**src/rtl/add_sub.sv**
```systemverilog
// -----------------------------------------------------------------------------
// add_sub -- registered element-wise matrix adder / subtractor
//
// Purpose:
//   Computes m_out = m1 + m2 (select_op = 0) or m_out = m1 - m2 (select_op = 1)
//   independently for every element of a DIM x DIM matrix of unsigned
//   ELEM_W-bit values. The result is registered, so latency is one cycle and
//   throughput is one result per cycle while enable is high.
//
// Parameters:
//   ELEM_W    element width in bits (default 16)
//   DIM       matrix dimension, DIM x DIM elements (default 4)
//
// Ports (positional order m_out, m1, m2, select_op, enable, reset, clk):
//   m_out     out  DIM*DIM*ELEM_W  registered result matrix
//   m1        in   DIM*DIM*ELEM_W  operand matrix A
//   m2        in   DIM*DIM*ELEM_W  operand matrix B
//   select_op in   1               0 = A+B, 1 = A-B
//   enable    in   1               qualifies a compute cycle
//   reset     in   1               synchronous active-high reset
//   clk       in   1               clock, rising edge
//
// Element [row][col] occupies bits (row*DIM + col)*ELEM_W +: ELEM_W.
//
// Optional feature macro: ADD_SUB_SATURATE_EN
//   When defined, addition clamps to 2^ELEM_W-1 and subtraction clamps to 0
//   instead of wrapping modulo 2^ELEM_W.
// -----------------------------------------------------------------------------
module add_sub #(
  parameter int ELEM_W = 16,
  parameter int DIM    = 4
) (
  output logic [DIM*DIM*ELEM_W-1:0] m_out,
  input  logic [DIM*DIM*ELEM_W-1:0] m1,
  input  logic [DIM*DIM*ELEM_W-1:0] m2,
  input  logic                      select_op,
  input  logic                      enable,
  input  logic                      reset,
  input  logic                      clk
);

  localparam int N_ELEM = DIM * DIM;
  localparam int BUS_W  = N_ELEM * ELEM_W;

  logic [BUS_W-1:0] w_result;
  logic [BUS_W-1:0] r_m_out;

  // One independent arithmetic lane per element; lanes never share carries.
  genvar gi;
  generate
    for (gi = 0; gi < N_ELEM; gi++) begin : g_elem
      logic [ELEM_W-1:0] w_a;
      logic [ELEM_W-1:0] w_b;

      assign w_a = m1[gi*ELEM_W +: ELEM_W];
      assign w_b = m2[gi*ELEM_W +: ELEM_W];

`ifdef ADD_SUB_SATURATE_EN
      // One extra bit captures the carry-out (add) or borrow (sub).
      logic [ELEM_W:0] w_sum;
      logic [ELEM_W:0] w_diff;

      assign w_sum  = {1'b0, w_a} + {1'b0, w_b};
      assign w_diff = {1'b0, w_a} - {1'b0, w_b};

      always_comb begin
        w_result[gi*ELEM_W +: ELEM_W] = '0;
        if (select_op) begin
          // Borrow set means B > A: clamp to zero.
          w_result[gi*ELEM_W +: ELEM_W] = w_diff[ELEM_W] ? '0 : w_diff[ELEM_W-1:0];
        end else begin
          // Carry set means overflow: clamp to all ones.
          w_result[gi*ELEM_W +: ELEM_W] = w_sum[ELEM_W] ? '1 : w_sum[ELEM_W-1:0];
        end
      end
`else
      // Native ELEM_W-bit arithmetic drops the carry/borrow, giving the
      // modulo-2^ELEM_W wrap directly.
      logic [ELEM_W-1:0] w_sum;
      logic [ELEM_W-1:0] w_diff;

      assign w_sum  = w_a + w_b;
      assign w_diff = w_a - w_b;

      assign w_result[gi*ELEM_W +: ELEM_W] = select_op ? w_diff : w_sum;
`endif
    end
  endgenerate

  // Reset wins over enable; with enable low the register simply holds.
  always_ff @(posedge clk) begin
    if (reset) begin
      r_m_out <= '0;
    end else if (enable) begin
      r_m_out <= w_result;
    end
  end

  assign m_out = r_m_out;

endmodule

```
**config.mk**
```make
export PLATFORM = sky130hd
export DESIGN_NAME = add_sub
export DESIGN_NICKNAME = d
export VERILOG_FILES = /design/src/rtl/add_sub.sv
export SDC_FILE = /design/constraint.sdc
export NUM_CORES = 1
export LEC_CHECK = 0
export BUFFER_PORTS_ARGS = -buffer_cell sky130_fd_sc_hd__buf_2
export CORE_ASPECT_RATIO = 0.6
export CORE_MARGIN = 8
export CORE_UTILIZATION = 33
export CTS_CLUSTER_DIAMETER = 80
export DETAILED_ROUTE_END_ITERATION = 7
export GPL_TIMING_DRIVEN = 1
export SYNTH_ARGS = -nofsm -noshare
export SYNTH_HDL_FRONTEND = slang
export SYNTH_SLANG_ARGS = --single-unit
```
**constraint.sdc**
```tcl
create_clock -name clk -period 4.55 [get_ports clk]
set_clock_uncertainty 0.15 [all_clocks]
set_input_delay 0 -clock clk [delete_from_list [all_inputs] [get_ports clk]]
set_output_delay 0 -clock clk [all_outputs]
set_load 0.005 [all_outputs]
```
Word-level counts from Yosys, hierarchy flattened

Index checks and enable logic that the tools add are counted.

Bits in registers: 256
Word-level logic and storage cells: 49
Output and inout port bits: 256
Input port bits: 516

Add/subtract/negate cells: 32
Multiplexer cells: 16

Operators by type and width:

| operator           | count |
|---|---|
| 16-bit adder       | 16 |
| 16-bit two-way mux | 16 |
| 16-bit subtractor  | 16 |

Longest topological paths before layout

Gate-level depths: netlist of run 1.

Depth after elaboration: 2
Mapped depth: 16
Depth with buffers taken out: 16

Least setup slack after synthesis of run 1

Ideal clock, no wire load.

Path type: in2reg
From: in select_op
To: reg r_m_out[28], in the netlist m_out[28]
Cell stages on the path: 14
Setup slack: 1.169 ns
Arrival: 3.106 ns
Library setup time: 0.125 ns
Buffers on the path: 4
Data required time: 4.275 ns
Path through: buf_2 clkbuf_1 clkbuf_1 buf_1 mux2i_1 fa_1 a21o_1 a21o_1 a211oi_1 o31ai_1 a21o_1 a21oi_1 xor2_1 o21ai_1

Cells in the longest elaborated chain, start to end: 1

RTL lines:

| element              | RTL line | text |
|---|---|---|
| from (decl)          | 36       | `input logic select_op,` |
| 16-bit two-way mux   | 85       | `assign w_result[gi*ELEM_W +: ELEM_W] = select_op ? w_diff : w_sum;` |
| to (signal assigned) | 95       | `r_m_out <= w_result;` |
| to (decl)            | 46       | `logic [BUS_W-1:0] r_m_out;` |

No other way between the ends.
A chain may end at the register's enable or synchronous reset.

Final worst setup path of run 1

From: in m2[80]
To: reg r_m_out[95], in the netlist m_out[95]

Cells in the longest elaborated chain, start to end: 2
Elaborated cells between the ends (all ways): 3
Those cells by class: add/sub (2); mux (1)

RTL lines:

| element                                                  | RTL line | text |
|---|---|---|
| from (decl)                                              | 35       | `input logic [DIM*DIM*ELEM_W-1:0] m2,` |
| 16-bit adder / 16-bit subtractor (equally long branches) | 82, 83   |  |
| 16-bit two-way mux *                                     | 85       |  |

Every way passes the cells marked *; elsewhere a longest branch is shown, timed or not.

==> results.py, run 1 <==
metrics = {
    "status": {
        "run_status": "finished, final reports clean",
    },
    "logic_synthesis": {
        "syn_nets": 3792,
        "synth_cell_types": 75,
        "async_flop_share": 0,
        "synth_top_flop_cell": "dfxtp_1",
        "seq_area_frac_synth": 0.218,
        "netlist_area_um2": 23500,
        "syn_area_per_cell_um2": 7.82,
        "synth_edf_count": 0,
        "synth_warnings": 0,
        "ys_seq_elements": 256,
        "netlist_instances": 3004,
    },
    "timing": {
        "fin_crit_ns": 4.40,
        "tns_ns": 0,
        "grt_setup_unrepaired": "false",
        "timing.final.max_slew_violations": 0,
        "finalCritPeriodShare": 0.967,
        "tightest_slew_ns": 1.12,
        "hold_violations": 0,
        "hold_ws_ns": 0.0470,
        "setup_viol": 0,
        "fmax_mhz": 227,
        "maxSlewHeadroom": 0.253,
    },
    "die": {
        "rows": 75,
        "floorplan.initialDensity": 0.335,
        "dieArea_um2": 80300,
        "die-height_um": 223,
        "ioPinCount": 772,
        "die_width_um": 361,
        "core_um2": 70200,
    },
    "routing": {
        "wirelength_mm": 104,
        "drc_errors": 0,
        "wl_per_cell_um": 19.6,
        "num_vias": 26778,
        "viasPerCell": 5.05,
        "drtIter0Drc": 2046,
        "ant_nets": 0,
        "drt_pass1_iterations": 6,
    },
    "grt": {
        "grt_max_degree": 116,
        "grt_usage": 0.246,
        "grt_remaining_overflow": 0,
        "grt_pass1_wl_mm": 160,
        "grt_pass1_vias": 26339,
        "antenna_found_initial": 25,
    },
    "job": {
        "max_cap_viol_count": 0,
    },
    "finish": {
        "final_area_um2": 35700,
        "layout.nets": 5143,
        "fillers": 6705,
        "fin_util": 0.508,
        "final_cell_mix": "768 x buf_2, 626 x dlygate4sd3_1, 378 x nor2_1",
        "multi_input_area_um2": 17500,
        "synthToLayoutAreaGrowth_pct": 51.8,
        "drive_above_1_share": 0.197,
        "largest_reg_flops": 256,
        "layout_commonest_cell": "buf_2",
        "ff_latch_area_um2": 5120,
    },
    "clock_network": {
        "clkLatencyLatePin_ns": 0.59,
        "cts_tree": "built",
        "cts_max_level": 1,
        "cts_root_buffer": "clkbuf_16",
        "cts_made_buffers": 31,
        "cts_setup_buffers": 0,
        "clk_path_buf_depth": 3,
        "clock-sinks": 256,
        "clkTransAtPathRegs_ns": 0.06,
    },
    "power_and_ir_drop": {
        "power_frac_comb": 0.498,
        "peakVddDrop_mv": 0.289,
        "p_clk_frac": 0.242,
        "p_switching_mw": 3.81,
        "p_int_mw": 6.80,
        "p_leak_nw": 16.7,
        "power_switching_share": 0.359,
        "power_density_nw_per_um2": 297,
        "power_frac_seq": 0.260,
    },
    "setup_path": {
        "cp-end-kind": "flip-flop",
        "critPathMaxFanout": 7,
        "startpoint_type": "primary input",
        "path_class": "primary input to flip-flop",
        "crit_required_ns": 4.85,
        "crit_arrival_ns": 4.70,
    },
    "placed_design": {
        "place_area_um2": 28400,
        "place_hpwl_mm": 78.8,
        "gp_congestion": 0.938,
        "io_buffers": 771,
    },
    "min_path": {
        "min_path_type": "primary input to flip-flop",
    },
}
==> per-stage QoR <==
step / power [mW] / setup WS, ns / cells
CTS: 10.6 / 0.0955 / 5299
floorplan: 5.38 / 1.17 / 3004
finish: 10.6 / 0.149 / 5305
global placement: 6.83 / 1.14 / 4620
global route: 11.3 / 0.00224 / 5304
detailed placement: 6.84 / 1.10 / 4620
==> layout make-up <==
class / instances / area share
multi-input cells: 2491 / 0.489
repair buffers: 1412 / 0.289
flip-flops and latches: 256 / 0.144
well taps: 924 / 0.0324
clock buffers: 45 / 0.0252
inverters: 163 / 0.0171
clock inverters: 8 / 0.00270
diodes: 6 / 0.000421
==> cell families after synthesis <==
group / share of synthesized area
simple gates: 0.171
flops: 0.218
compound gates: 0.206
fa+ha+maj: 0.150
mux: 0.0507
buf+inv: 0.0417
xor+xnor: 0.163
==> path summary, 6_finish.rpt <==
| check | startpoint | end | slack [ns] | cells after the start |
|---|---|---|---|---|
| max | m2[80] | m_out[95] | 0.15 | 17 |
| min | m2[253] | m_out[254] | 0.05 | 7 |
| max reg2reg | m_out[111] | m_out[111] | 2.53 | 4 |
| min reg2reg | m_out[62] | m_out[62] | 0.29 | 2 |
==> worst max-delay path, cell delays in order <==
cell and delay, ns:
dlygate4sd3_1 0.55, buf_2 0.14, inv_1 0.05, ha_1 0.17, nand2b_1 0.12, nor3_1 0.69, a21oi_1 0.17, xnor2_1 0.19
ha_1 0.41, nand2_1 0.12, o31a_1 0.32, o211ai_1 0.21, a21oi_1 0.10, dlygate4sd3_1 0.60, xnor2_1 0.21, dlygate4sd3_1 0.58
o21ai_1 0.06
==> metal layers <==
layer / global-route usage / vias up / share of wire
li1: - / 13303 / -
met1: 0.333 / 12330 / 0.46
met2: 0.396 / 939 / 0.44
met3: 0.0546 / 186 / 0.071
met4: 0.0617 / 20 / 0.030
met5: 0 / - / 0.0012
==> power by group through the flow <==
stage               clock (mW)  combinational, mW  sequential, mW
floorplan                    0               2.58            2.80
global placement             0               4.04            2.80
detailed placement           0               4.04            2.80
CTS                       2.65               5.18            2.75
global route              2.74               5.78            2.79
finish                    2.56               5.28            2.76
==> what timing repair did <==
item	CTS	global route
resized for setup	0	9
endpoints found under the setup margin	0	5
hold endpoints to repair	256	0
hold buffers	626	0
==> cell usage after synthesis, drive strengths merged (29+ instances only) <==
cell type,n,share of area
a21o,77,0.025
o21ai,176,0.038
nor2b,43,0.011
nor2,381,0.061
xnor2,349,0.13
a211oi,53,0.017
xor2,88,0.033
nand3,29,0.0062
ha,256,0.14
nor3,88,0.019
inv,163,0.026
nand2,169,0.027
a31oi,55,0.015
clkbuf,74,0.012
nand2b,43,0.011
dfxtp,256,0.22
a21oi,295,0.063
mux2i,119,0.051
Note: power is estimated with default switching activity, not from simulation.
==> run 2: changes to the inputs <==
CORE_AREA = 8 8 292 294   (was default)
CORE_ASPECT_RATIO = default   (was 0.6)
CORE_MARGIN = default   (was 8)
CORE_UTILIZATION = default   (was 33)
DIE_AREA = 0 0 300 302   (was default)
SLEW_MARGIN = 20   (was default)
==> run 2 against run 1 <==
Total power up 5.1%. Largest cell class unchanged. Worst setup slack better by 0.063 ns. Sequential share of layout area up 0.13 points. Count of clock-buffer cells in the layout up 5. Largest power group unchanged. Non-clock buffer count down 91. Fmax up 1.4%. Via count about the same. Core utilization down 7.1 points. Die area up 13%. Clock power up 32%. Highest routed layer unchanged. Combinational power down 5.5%. Critical path depth up 2.
==> results.py, run 2 (synthesis results as in run 1) <==
metrics = {
    "status": {
        "run_status": "finished, final reports clean",
    },
    "routing": {
        "num_vias": 26799,
        "drc_errors": 0,
        "viasPerCell": 4.97,
        "drtIter0Drc": 1457,
        "wl_per_cell_um": 19.8,
        "wirelength_mm": 107,
        "ant_nets": 0,
        "drt_pass1_iterations": 7,
    },
    "power_and_ir_drop": {
        "power_switching_share": 0.352,
        "p_leak_nw": 16.5,
        "power_frac_seq": 0.248,
        "power_density_nw_per_um2": 315,
        "p_int_mw": 7.22,
        "p_switching_mw": 3.92,
        "peakVddDrop_mv": 0.218,
        "p_clk_frac": 0.304,
        "power_frac_comb": 0.448,
    },
    "die": {
        "die-height_um": 302,
        "dieArea_um2": 90600,
        "die_width_um": 300,
        "ioPinCount": 772,
        "rows": 105,
        "floorplan.initialDensity": 0.290,
        "core_um2": 80900,
    },
    "finish": {
        "multi_input_area_um2": 17500,
        "layout_commonest_cell": "buf_2",
        "ff_latch_area_um2": 5120,
        "largest_reg_flops": 256,
        "fillers": 8162,
        "instances_no_fill": 5393,
        "fin_util": 0.437,
        "final_cell_mix": "768 x buf_2, 524 x dlygate4sd3_1, 378 x nor2_1",
        "drive_above_1_share": 0.208,
        "layout.nets": 5061,
        "final_area_um2": 35400,
        "synthToLayoutAreaGrowth_pct": 50.4,
    },
    "clock_network": {
        "clock-sinks": 256,
        "cts_root_buffer": "clkbuf_16",
        "clk_path_buf_depth": 3,
        "cts_tree": "built",
        "cts_made_buffers": 40,
        "clkLatencyLatePin_ns": 0.55,
        "clkTransAtPathRegs_ns": 0.05,
        "cts_max_level": 2,
    },
    "setup_path": {
        "reg2reg_depth": 4,
        "crit_arrival_ns": 4.62,
        "critPathMaxFanout": 5,
        "rrSetupSlack_ns": 2.54,
        "cp-end-kind": "flip-flop",
        "timing.rr.start": "m_out[175]",
        "path_class": "primary input to flip-flop",
        "r2r_end": "m_out[175]",
        "startpoint_type": "primary input",
        "crit_required_ns": 4.83,
    },
    "grt": {
        "grt_max_degree": 110,
        "grt_usage": 0.223,
        "grt_remaining_overflow": 0,
        "grt_pass1_wl_mm": 159,
        "grt_pass1_vias": 26719,
        "antenna_found_initial": 38,
    },
    "min_path": {
        "min_path_type": "primary input to flip-flop",
        "min_from": "m1[85]",
        "hold_depth": 5,
        "min_to": "m_out[85]",
    },
    "timing": {
        "hold_violations": 0,
        "timing.final.max_slew_violations": 0,
        "grt_setup_unrepaired": "false",
        "maxSlewHeadroom": 0.396,
        "tightest_slew_ns": 0.894,
        "setup_viol": 0,
        "final.setup.worst_slack_ns": 0.212,
        "finalCritPeriodShare": 0.953,
        "fmax_mhz": 231,
        "tns_ns": 0,
        "fin_crit_ns": 4.34,
    },
    "placed_design": {
        "dp_slack_ns": 1.10,
        "dp_cells": 4776,
        "place_area_um2": 28600,
        "io_buffers": 771,
        "place_hpwl_mm": 83.6,
        "gp_congestion": 0.973,
    },
    "job": {
        "max_cap_viol_count": 0,
    },
}
## run 2: cell count changes in the layout (fill, tap and decap cells not counted), moves of 2 or more
cell	delta
dlygate4sd3_1	-102
buf_4	+13
diode_2	+13
clkbuf_16	+10
inv_6	+6
bufinv_16	+5
clkbuf_8	-4
clkinv_2	+3
buf_12	-2
o21ai_0	-2
o21ai_1	+2
## run 2: through the flow
stage	hold WS, ns	total power, mW
finish	0.0300	11.1
global route	0.0359	11.9
CTS	0.000122	11.2
detailed placement	0.189	6.87
global placement	0.188	6.85
floorplan	0.0533	5.38
## run 2: repair_timing
item / in CTS / in global routing
setup buffers: 0 / 1
endpoints found under the setup margin: 0 / 3
endpoints found under the hold margin: 253 / 0
resized for setup: 0 / 10
hold buffers: 524 / 0
## run 2: worst max path at each step
stage | from | endpoint | cells after the start | slack (ns)
global placement | m2[53] | m_out[63] | 13 | 1.10
global route | m2[224] | m_out[239] | 19 | 0.004
CTS | m2[224] | m_out[239] | 18 | 0.06
finish | m2[224] | m_out[239] | 19 | 0.21
detailed placement | m2[53] | m_out[63] | 13 | 1.10
floorplan | select_op | m_out[28] | 14 | 1.17
## run 2: worst max-delay path: stages
cell	delay [ns]
dlygate4sd3_1	0.52
buf_2	0.13
inv_1	0.04
ha_1	0.20
nor2b_2	0.17
a21oi_1	0.15
xnor2_1	0.13
ha_1	0.29
a21o_1	0.17
a21oi_1	0.12
o21ai_0	0.10
o21ai_1	0.23
o21ai_1	0.16
a21oi_1	0.21
dlygate4sd3_1	0.58
nor2_1	0.04
dlygate4sd3_1	0.55
a211o_1	0.26
dlygate4sd3_1	0.55
## run 2: routing by layer
metal / global-route usage / part of all wire / vias up
met2: 0.377 / 0.47 / 939
met4: 0.0931 / 0.044 / 14
met1: 0.264 / 0.41 / 12475
met5: 0 / 0.00096 / -
li1: - / - / 13138
met3: 0.0623 / 0.081 / 233
## run 2: power by group through the flow
stage,sequential (mW),combinational (mW),clock [mW]
floorplan,2.80,2.58,0
global placement,2.80,4.05,0
detailed placement,2.80,4.07,0
CTS,2.76,4.94,3.50
global route,2.80,5.48,3.59
finish,2.76,4.99,3.39
## run 2: layout make-up
| type | instances | area share |
|---|---|---|
| multi-input combinational | 2491 | 0.494 |
| timing repair buffer | 1321 | 0.265 |
| sequential | 256 | 0.145 |
| tap | 1070 | 0.0379 |
| clock buffer | 50 | 0.0308 |
| inverter | 163 | 0.0173 |
| clock inverter | 23 | 0.00927 |
| antenna | 19 | 0.00134 |
